===== config.mk =====
export PLATFORM = sky130hd
export DESIGN_NAME = n_slot_alloc_flat
export DESIGN_NICKNAME = d
export VERILOG_FILES = /design/src/rtl/n_slot_alloc_pkg.sv /design/src/rtl/n_slot_alloc_if.sv /design/src/rtl/n_slot_alloc_ffz_rot.sv /design/src/rtl/n_slot_alloc.sv /design/src/flat_wrapper.sv
export SDC_FILE = /design/constraint.sdc
export NUM_CORES = 1
export LEC_CHECK = 0
export CAP_MARGIN = 25
export CORE_AREA = 2 2 149 165
export DETAILED_ROUTE_END_ITERATION = 12
export DIE_AREA = 0 0 151 167
export SYNTH_ARGS = -nofsm -noshare
export SYNTH_HDL_FRONTEND = slang
export SYNTH_HIERARCHICAL = 1
export SYNTH_SLANG_ARGS = --single-unit

===== constraint.sdc =====
create_clock -name clk -period 9.4 [get_ports clk]
set_clock_uncertainty 0.2 [all_clocks]
set_input_delay 2.82 -clock clk [delete_from_list [all_inputs] [get_ports clk]]
set_output_delay 2.82 -clock clk [all_outputs]
set_load 0.01 [all_outputs]

===== src/rtl/n_slot_alloc_pkg.sv =====
// Shared definitions for the next-fit slot allocator: default size,
// index-width helper and the occupancy-counter update encoding.
package n_slot_alloc_pkg;

    localparam int DEFAULT_W = 32;

    typedef enum logic [1:0] {
        CNT_HOLD = 2'd0,
        CNT_INC  = 2'd1,
        CNT_DEC  = 2'd2
    } cnt_op_e;

    // Never returns 0, so a 2-slot pool still gets a 1-bit index.
    function automatic int idx_width(input int w);
        return (w <= 2) ? 1 : $clog2(w);
    endfunction

    function automatic cnt_op_e cnt_op(input logic inc, input logic dec);
        if (inc && !dec) return CNT_INC;
        if (dec && !inc) return CNT_DEC;
        return CNT_HOLD;
    endfunction

endpackage


===== src/rtl/n_slot_alloc_if.sv =====
// Allocator request/response bus. Handshake: a grant happens in a cycle where
// alloc_vld_i and alloc_rdy_o are both 1; rsp_vld_o/rsp_idx_o report it one cycle later.
interface n_slot_alloc_if
    import n_slot_alloc_pkg::*;
#(
    parameter int W = DEFAULT_W
);
    localparam int IDX_W = idx_width(W);

    logic             alloc_vld_i;
    logic             alloc_rdy_o;
    logic             rsp_vld_o;
    logic [IDX_W-1:0] rsp_idx_o;
    logic             free_vld_i;
    logic [IDX_W-1:0] free_idx_i;
    logic [W-1:0]     occ_o;
    logic [IDX_W:0]   count_o;
    logic             full_o;
    logic             empty_o;
    logic             err_o;

    modport slave (
        input  alloc_vld_i, free_vld_i, free_idx_i,
        output alloc_rdy_o, rsp_vld_o, rsp_idx_o, occ_o, count_o, full_o, empty_o, err_o
    );

    modport master (
        output alloc_vld_i, free_vld_i, free_idx_i,
        input  alloc_rdy_o, rsp_vld_o, rsp_idx_o, occ_o, count_o, full_o, empty_o, err_o
    );

endinterface


===== src/rtl/n_slot_alloc_ffz_rot.sv =====
// First free slot at or after a run-time pointer, wrapping at W.
// Rotates the bitmap so ptr sits at bit 0, isolates the lowest zero, rotates back.
module n_slot_alloc_ffz_rot
    import n_slot_alloc_pkg::*;
#(
    parameter int W     = DEFAULT_W,
    parameter int IDX_W = idx_width(W)
) (
    input  logic [W-1:0]     occ_i,
    input  logic [IDX_W-1:0] ptr_i,
    output logic             found_o,
    output logic [IDX_W-1:0] idx_o
);

    logic [2*W-1:0] rot_dbl;
    logic [W-1:0]   rot;
    logic [W-1:0]   rot_oh;
    logic [2*W-1:0] back_dbl;
    logic [W-1:0]   one_hot;

    // Doubling the vector makes the shift a true W-bit rotation for any W.
    assign rot_dbl  = {occ_i, occ_i} >> ptr_i;
    assign rot      = rot_dbl[W-1:0];
    assign rot_oh   = (rot + W'(1)) & ~rot;
    assign back_dbl = {rot_oh, rot_oh} << ptr_i;
    assign one_hot  = back_dbl[2*W-1:W];
    assign found_o  = |one_hot;

    always_comb begin
        idx_o = '0;
        for (int i = 0; i < W; i++) begin
            if (one_hot[i]) idx_o = idx_o | IDX_W'(i);
        end
    end

endmodule


===== src/rtl/n_slot_alloc.sv =====
// Next-fit slot allocator: occupancy bitmap, rotating search pointer,
// registered grant response, occupancy count and illegal-free error pulse.
module n_slot_alloc
    import n_slot_alloc_pkg::*;
#(
    parameter int W = DEFAULT_W
) (
    input  logic          clk,
    input  logic          rst_n,
    n_slot_alloc_if.slave bus
);

    localparam int IDX_W = idx_width(W);
    localparam int CNT_W = IDX_W + 1;
    localparam int EXT_W = 1 << IDX_W;

    logic [W-1:0]     occ_q,     occ_d;
    logic [IDX_W-1:0] ptr_q,     ptr_d;
    logic             rsp_vld_q;
    logic [IDX_W-1:0] rsp_idx_q, rsp_idx_d;
    logic [CNT_W-1:0] count_q,   count_d;
    logic             full_q;
    logic             empty_q;
    logic             err_q;

    logic             found;
    logic [IDX_W-1:0] grant_idx;
    logic             alloc_rdy;
    logic             fire;
    logic [EXT_W-1:0] occ_ext;
    logic             free_legal;
    logic             free_err;
    logic [W-1:0]     free_oh;
    logic [W-1:0]     grant_oh;

    n_slot_alloc_ffz_rot #(
        .W     (W),
        .IDX_W (IDX_W)
    ) u_ffz (
        .occ_i   (occ_q),
        .ptr_i   (ptr_q),
        .found_o (found),
        .idx_o   (grant_idx)
    );

    // Padding slots past W read as free, so out-of-range frees land as illegal.
    always_comb begin
        occ_ext          = '0;
        occ_ext[W-1:0]   = occ_q;
    end

    assign alloc_rdy  = rst_n & ~full_q;
    assign fire       = bus.alloc_vld_i & alloc_rdy & found;
    assign free_legal = bus.free_vld_i & occ_ext[bus.free_idx_i];
    assign free_err   = bus.free_vld_i & ~occ_ext[bus.free_idx_i];
    assign free_oh    = {{(W-1){1'b0}}, free_legal} << bus.free_idx_i;
    assign grant_oh   = {{(W-1){1'b0}}, fire} << grant_idx;

    always_comb begin
        occ_d     = (occ_q & ~free_oh) | grant_oh;
        ptr_d     = ptr_q;
        rsp_idx_d = rsp_idx_q;
        if (fire) begin
            ptr_d     = (grant_idx == IDX_W'(W - 1)) ? '0 : grant_idx + IDX_W'(1);
            rsp_idx_d = grant_idx;
        end
        unique case (cnt_op(fire, free_legal))
            CNT_INC: count_d = count_q + CNT_W'(1);
            CNT_DEC: count_d = count_q - CNT_W'(1);
            default: count_d = count_q;
        endcase
    end

    always_ff @(posedge clk) begin
        if (!rst_n) begin
            occ_q     <= '0;
            ptr_q     <= '0;
            rsp_vld_q <= 1'b0;
            rsp_idx_q <= '0;
            count_q   <= '0;
            full_q    <= 1'b0;
            empty_q   <= 1'b1;
            err_q     <= 1'b0;
        end else begin
            occ_q     <= occ_d;
            ptr_q     <= ptr_d;
            rsp_vld_q <= fire;
            rsp_idx_q <= rsp_idx_d;
            count_q   <= count_d;
            full_q    <= (count_d == CNT_W'(W));
            empty_q   <= (count_d == '0);
            err_q     <= free_err;
        end
    end

    assign bus.alloc_rdy_o = alloc_rdy;
    assign bus.rsp_vld_o   = rsp_vld_q;
    assign bus.rsp_idx_o   = rsp_idx_q;
    assign bus.occ_o       = occ_q;
    assign bus.count_o     = count_q;
    assign bus.full_o      = full_q;
    assign bus.empty_o     = empty_q;
    assign bus.err_o       = err_q;

endmodule


===== src/flat_wrapper.sv =====
// flat-port wrapper written by rule: the top's interface ports become plain ports
module n_slot_alloc_flat import n_slot_alloc_pkg::*;
#(
    parameter int W = DEFAULT_W
)
  (clk, rst_n, bus_alloc_vld_i, bus_free_vld_i, bus_free_idx_i, bus_alloc_rdy_o, bus_rsp_vld_o, bus_rsp_idx_o, bus_occ_o, bus_count_o, bus_full_o, bus_empty_o, bus_err_o);
  n_slot_alloc_if #(.W(W)) bus_i ();
  input  logic clk;
  input  logic rst_n;
  input wire logic [$bits(bus_i.alloc_vld_i)-1:0] bus_alloc_vld_i;
  input wire logic [$bits(bus_i.free_vld_i)-1:0] bus_free_vld_i;
  input wire logic [$bits(bus_i.free_idx_i)-1:0] bus_free_idx_i;
  output wire logic [$bits(bus_i.alloc_rdy_o)-1:0] bus_alloc_rdy_o;
  output wire logic [$bits(bus_i.rsp_vld_o)-1:0] bus_rsp_vld_o;
  output wire logic [$bits(bus_i.rsp_idx_o)-1:0] bus_rsp_idx_o;
  output wire logic [$bits(bus_i.occ_o)-1:0] bus_occ_o;
  output wire logic [$bits(bus_i.count_o)-1:0] bus_count_o;
  output wire logic [$bits(bus_i.full_o)-1:0] bus_full_o;
  output wire logic [$bits(bus_i.empty_o)-1:0] bus_empty_o;
  output wire logic [$bits(bus_i.err_o)-1:0] bus_err_o;
  assign bus_i.alloc_vld_i = bus_alloc_vld_i;
  assign bus_i.free_vld_i = bus_free_vld_i;
  assign bus_i.free_idx_i = bus_free_idx_i;
  assign bus_alloc_rdy_o = bus_i.alloc_rdy_o;
  assign bus_rsp_vld_o = bus_i.rsp_vld_o;
  assign bus_rsp_idx_o = bus_i.rsp_idx_o;
  assign bus_occ_o = bus_i.occ_o;
  assign bus_count_o = bus_i.count_o;
  assign bus_full_o = bus_i.full_o;
  assign bus_empty_o = bus_i.empty_o;
  assign bus_err_o = bus_i.err_o;
  n_slot_alloc #(.W(W)) u_core (.clk(clk), .rst_n(rst_n), .bus(bus_i));
endmodule

==> metrics.md <==
| Metric | Value |
|---|---|
| Status | `complete, no violations` |
| Clock network fraction of total power | `approximately 8.3%` |
| Pleak | `~3.1 nW` |
| Async S/R FF share, synth | `0%` |
| Core area | `roughly 23,000 um2` |
| Cells after Synth | `approximately 1,100` |
| Die ar. | `approximately 25,000 um2` |
| Dpl ws | `1010 ps` |
| RSZ-0062 raised after global routing | `false` |
| Gate power share | `76.4%` |
| Setup TNS | `0 ps` |
| CTS Hold Buffers Added | `0` |
| Synth top cells by count | `109 x nor2_1, 101 x nand2_1, 82 x mux4_2` |
| Clk buf depth | `2` |
| H-tree Lvls | `2` |
| Synth area leader | `mux4_2` |
| Worst path bufs/invs | `1` |
| Hold Violations, Final | `0` |
| Switching part of the total | `56.2%` |
| Post-synth top area share | `19.8%` |
| Ranking of synthesized cells by area | `mux4_2 20%, dfxtp_1 11%, mux2i_1 5.9%, nor2_1 4.4%, nand2_1 4.1%` |
| WP data required | `9420 ps` |
| Mapped cell area | `just over 9000 um2` |
| Net Sw Power | `around 0.0014 W` |
| First-pass GRT wire length | `60.0 mm` |
| Share of layout cells above drive strength 1 | `between 10% and 20%` |
| Setup bufs post-CTS | `0` |
| DR pass1 iterations | `8` |
| CTS buffer count | `5` |
| Synthesized area per cell | `8.26 um2` |
| Crit path kind | `reg2reg` |
| Cell family with most CP delay | `simple AND/OR/NAND/NOR gates` |
| Min Tclk post-route | `between 8000 and 9000 ps` |
| Wire per inst | `roughly 27 um` |
| Most used DFF post-synth | `dfxtp_1` |
| CTS sink cnt | `52` |
| Ys Warns | `6` |
| Internal cell power | `0.00110 W` |
| CTS resizes | `0` |
| Worst-skew pair later-pin latency | `300 ps` |
| Area Growth Syn to Fin | `8.01%` |
| Cells along the critical path | `mux4_2, mux2i_1, nor2_1, mux4_2, nand3_2, nor4_1, nor3_1, mux2i_1, mux2_2, nor4bb_1, a32o_1, nand4_2, a2111o_1, and3_1, inv_1, ha_1, xor2_1, ha_1, a211oi_1, nor4_1, xor2_1, or4b_4, nor3b_2` |
| Setup ws final | `about 750 ps` |
| Worst min path class | `reg2reg` |
| Unique masters post-synth | `about 100` |
| Count leader, synth | `nor2_1` |
| Power per cell area | `between 200 and 250 nW/um2` |
| Post-route ant nets | `0` |
| Syn nets | `about 1,100` |
| Synthesis-stage register bit count | `52` |
| Final Max Slew Viols | `0` |
| Critical Path End Type | `flip-flop` |
| Nets | `between 1,000 and 1,500` |
| Initial antenna violation count | `0` |
| Max Fanout on Critical Path | `33` |
| Via/cell ratio | `between 7 and 8` |
| Root buffer cell | `clkbuf_16` |
| Max-slew headroom | `36.2%` |
| Vias in the first global route | `9,735` |
| CTS tree | `yes` |
| Final setup violation count | `0` |
| Final worst-path cycle share | `between 90% and 100%` |
| Worst VDD drop | `0.167 mV` |
| Die width | `about 150 um` |
| Vias | `between 10,000 and 15,000` |
| Ant diodes | `0` |
| Port bufs | `56` |
| Ports | `57` |
| # rows | `59` |
| Critical Path AT | `around 8700 ps` |
| GRT overflow | `0` |
| Crit start category | `flip-flop` |
| Pin count of the biggest net entering global routing | `between 50 and 60` |
| Max-cap violations | `0` |
| Die Ht | `167 um` |
| Crit path largest cell delay | `around 820 ps` |
| Count of flip-flops with a built-in enable after synthesis | `0` |
| Post-DP HPWL | `28.7 mm` |
| FMAX | `around 120 MHz` |
| Tightest Pin Transition | `949 ps` |
| Total routed wirelength | `between 30 and 40 mm` |
| Routability cong. | `between 1 and 1.5` |
| DR iter-0 viols | `about 1,600` |
| Total Power | `0.00251 W` |
| Starting density of the core | `between 30% and 40%` |
| Residual DRC | `0` |
| Worst-path clk slew | `~70 ps` |
| Gr usage total | `slightly above 30%` |
| Seq pwr share | `between 10% and 20%` |
| Slowest cell on the critical path | `dfxtp_2` |
| Sequential area share after synthesis | `between 10% and 20%` |
worst paths after layout:
path,startpoint,to,slack [ps],cells past startpoint
setup reg to reg,u_core/ptr_q[3]$_SDFFE_PN0N_,u_core/bus.full_o$_SDFF_PN0_,750,23
hold reg to reg,u_core/bus.rsp_idx_o[0]$_SDFFE_PN0N_,u_core/bus.rsp_idx_o[0]$_SDFFE_PN0N_,260,2
setup / recovery,u_core/ptr_q[3]$_SDFFE_PN0N_,u_core/bus.full_o$_SDFF_PN0_,750,23
hold / removal,u_core/bus.rsp_idx_o[0]$_SDFFE_PN0N_,u_core/bus.rsp_idx_o[0]$_SDFFE_PN0N_,260,2
worst reg2reg max path: stages, from the launching register on:
cell,delay (ps)
dfxtp_2,820
mux4_2,630
mux2i_1,570
nor2_1,180
mux4_2,650
nand3_2,430
nor4_1,170
nor3_1,580
mux2i_1,150
mux2_2,320
nor4bb_1,550
a32o_1,220
nand4_2,210
a2111o_1,350
and3_1,290
inv_1,130
ha_1,400
xor2_1,200
ha_1,210
a211oi_1,90
nor4_1,360
xor2_1,140
or4b_4,530
nor3b_2,190
metrics by stage:
step | cell area, um2 | utilization (%) | hold WS, ps | std cells
floorplan | 9310 | - | 245 | 1127
global placement | 9890 | 42.1 | 244 | 1409
detailed placement | 9890 | 42.1 | 251 | 1409
CTS | 10100 | 42.8 | 261 | 1417
global route | 10100 | 42.8 | 284 | 1417
finish | 10100 | 42.8 | 257 | 1417
cell usage in the layout (no fill, tap or decap), types with 13 or more instances in the layout:
| cell | n |
|---|---|
| nor2_1 | 109 |
| nand2_1 | 101 |
| mux4_2 | 82 |
| a21oi_1 | 58 |
| clkdlybuf4s50_1 | 56 |
| mux2i_1 | 55 |
| o21ai_0 | 51 |
| dfxtp_1 | 47 |
| nand3_1 | 40 |
| o211ai_1 | 37 |
| nor4_1 | 37 |
| nand4_1 | 36 |
| nor3_1 | 35 |
| mux2_2 | 27 |
| and2_1 | 18 |
| a211oi_1 | 18 |
| buf_4 | 17 |
| o22ai_1 | 13 |
flip-flops by register name (all words and copies together), names as in the netlist:
| register | cells |
|---|---|
| u_core/bus.count_o | 6 |
| u_core/bus.err_o | 1 |
| u_core/bus.full_o | 1 |
| u_core/bus.rsp_vld_o | 1 |
| u_core/bus.rsp_idx_o | 5 |
| u_core/bus.occ_o | 32 |
| u_core/ptr_q | 5 |
| u_core/bus.empty_o | 1 |
layer usage:
metal / wire length, um / track usage [%]
met1: 15000 / 41.4
met2: 18300 / 48.8
met3: 3800 / 4.60
met4: 1810 / 12.0
met5: 0 / 0
cell type report:
| type | count | area (um2) |
|---|---|---|
| fill | 2384 | 13400 |
| multi-input combinational | 965 | 7710 |
| sequential | 52 | 1050 |
| timing repair buffer | 73 | 688 |
| tap | 305 | 382 |
| clock buffer | 6 | 129 |
| inverter | 14 | 52.6 |
| clock inverter | 2 | 35.0 |
power groups by stage:
stage / Combinational, W / Sequential (W) / Clock, W
final: 0.00192 / 0.000383 / 0.000209
after global routing: 0.00207 / 0.000396 / 0.000221
after global placement: 0.00187 / 0.000386 / 0
after CTS: 0.00188 / 0.000382 / 0.000212
after floorplan: 0.00147 / 0.000305 / 0
after detailed placement: 0.00187 / 0.000386 / 0
cell families (layout without fill, tap and decap cells):
group / Yosys count / in the layout / synth area share, %
AND/OR/NAND/NOR: 476 / 476 / 27.4
XOR/XNOR: 8 / 8 / 0.753
adder cells (fa/ha/maj): 5 / 5 / 0.672
AO/OA/AOI/OAI: 302 / 302 / 22.9
flip-flops: 52 / 52 / 11.2
buffers and inverters: 110 / 95 / 5.96
multiplexers: 174 / 174 / 31.1
Power figures use the tool's default switching activity.
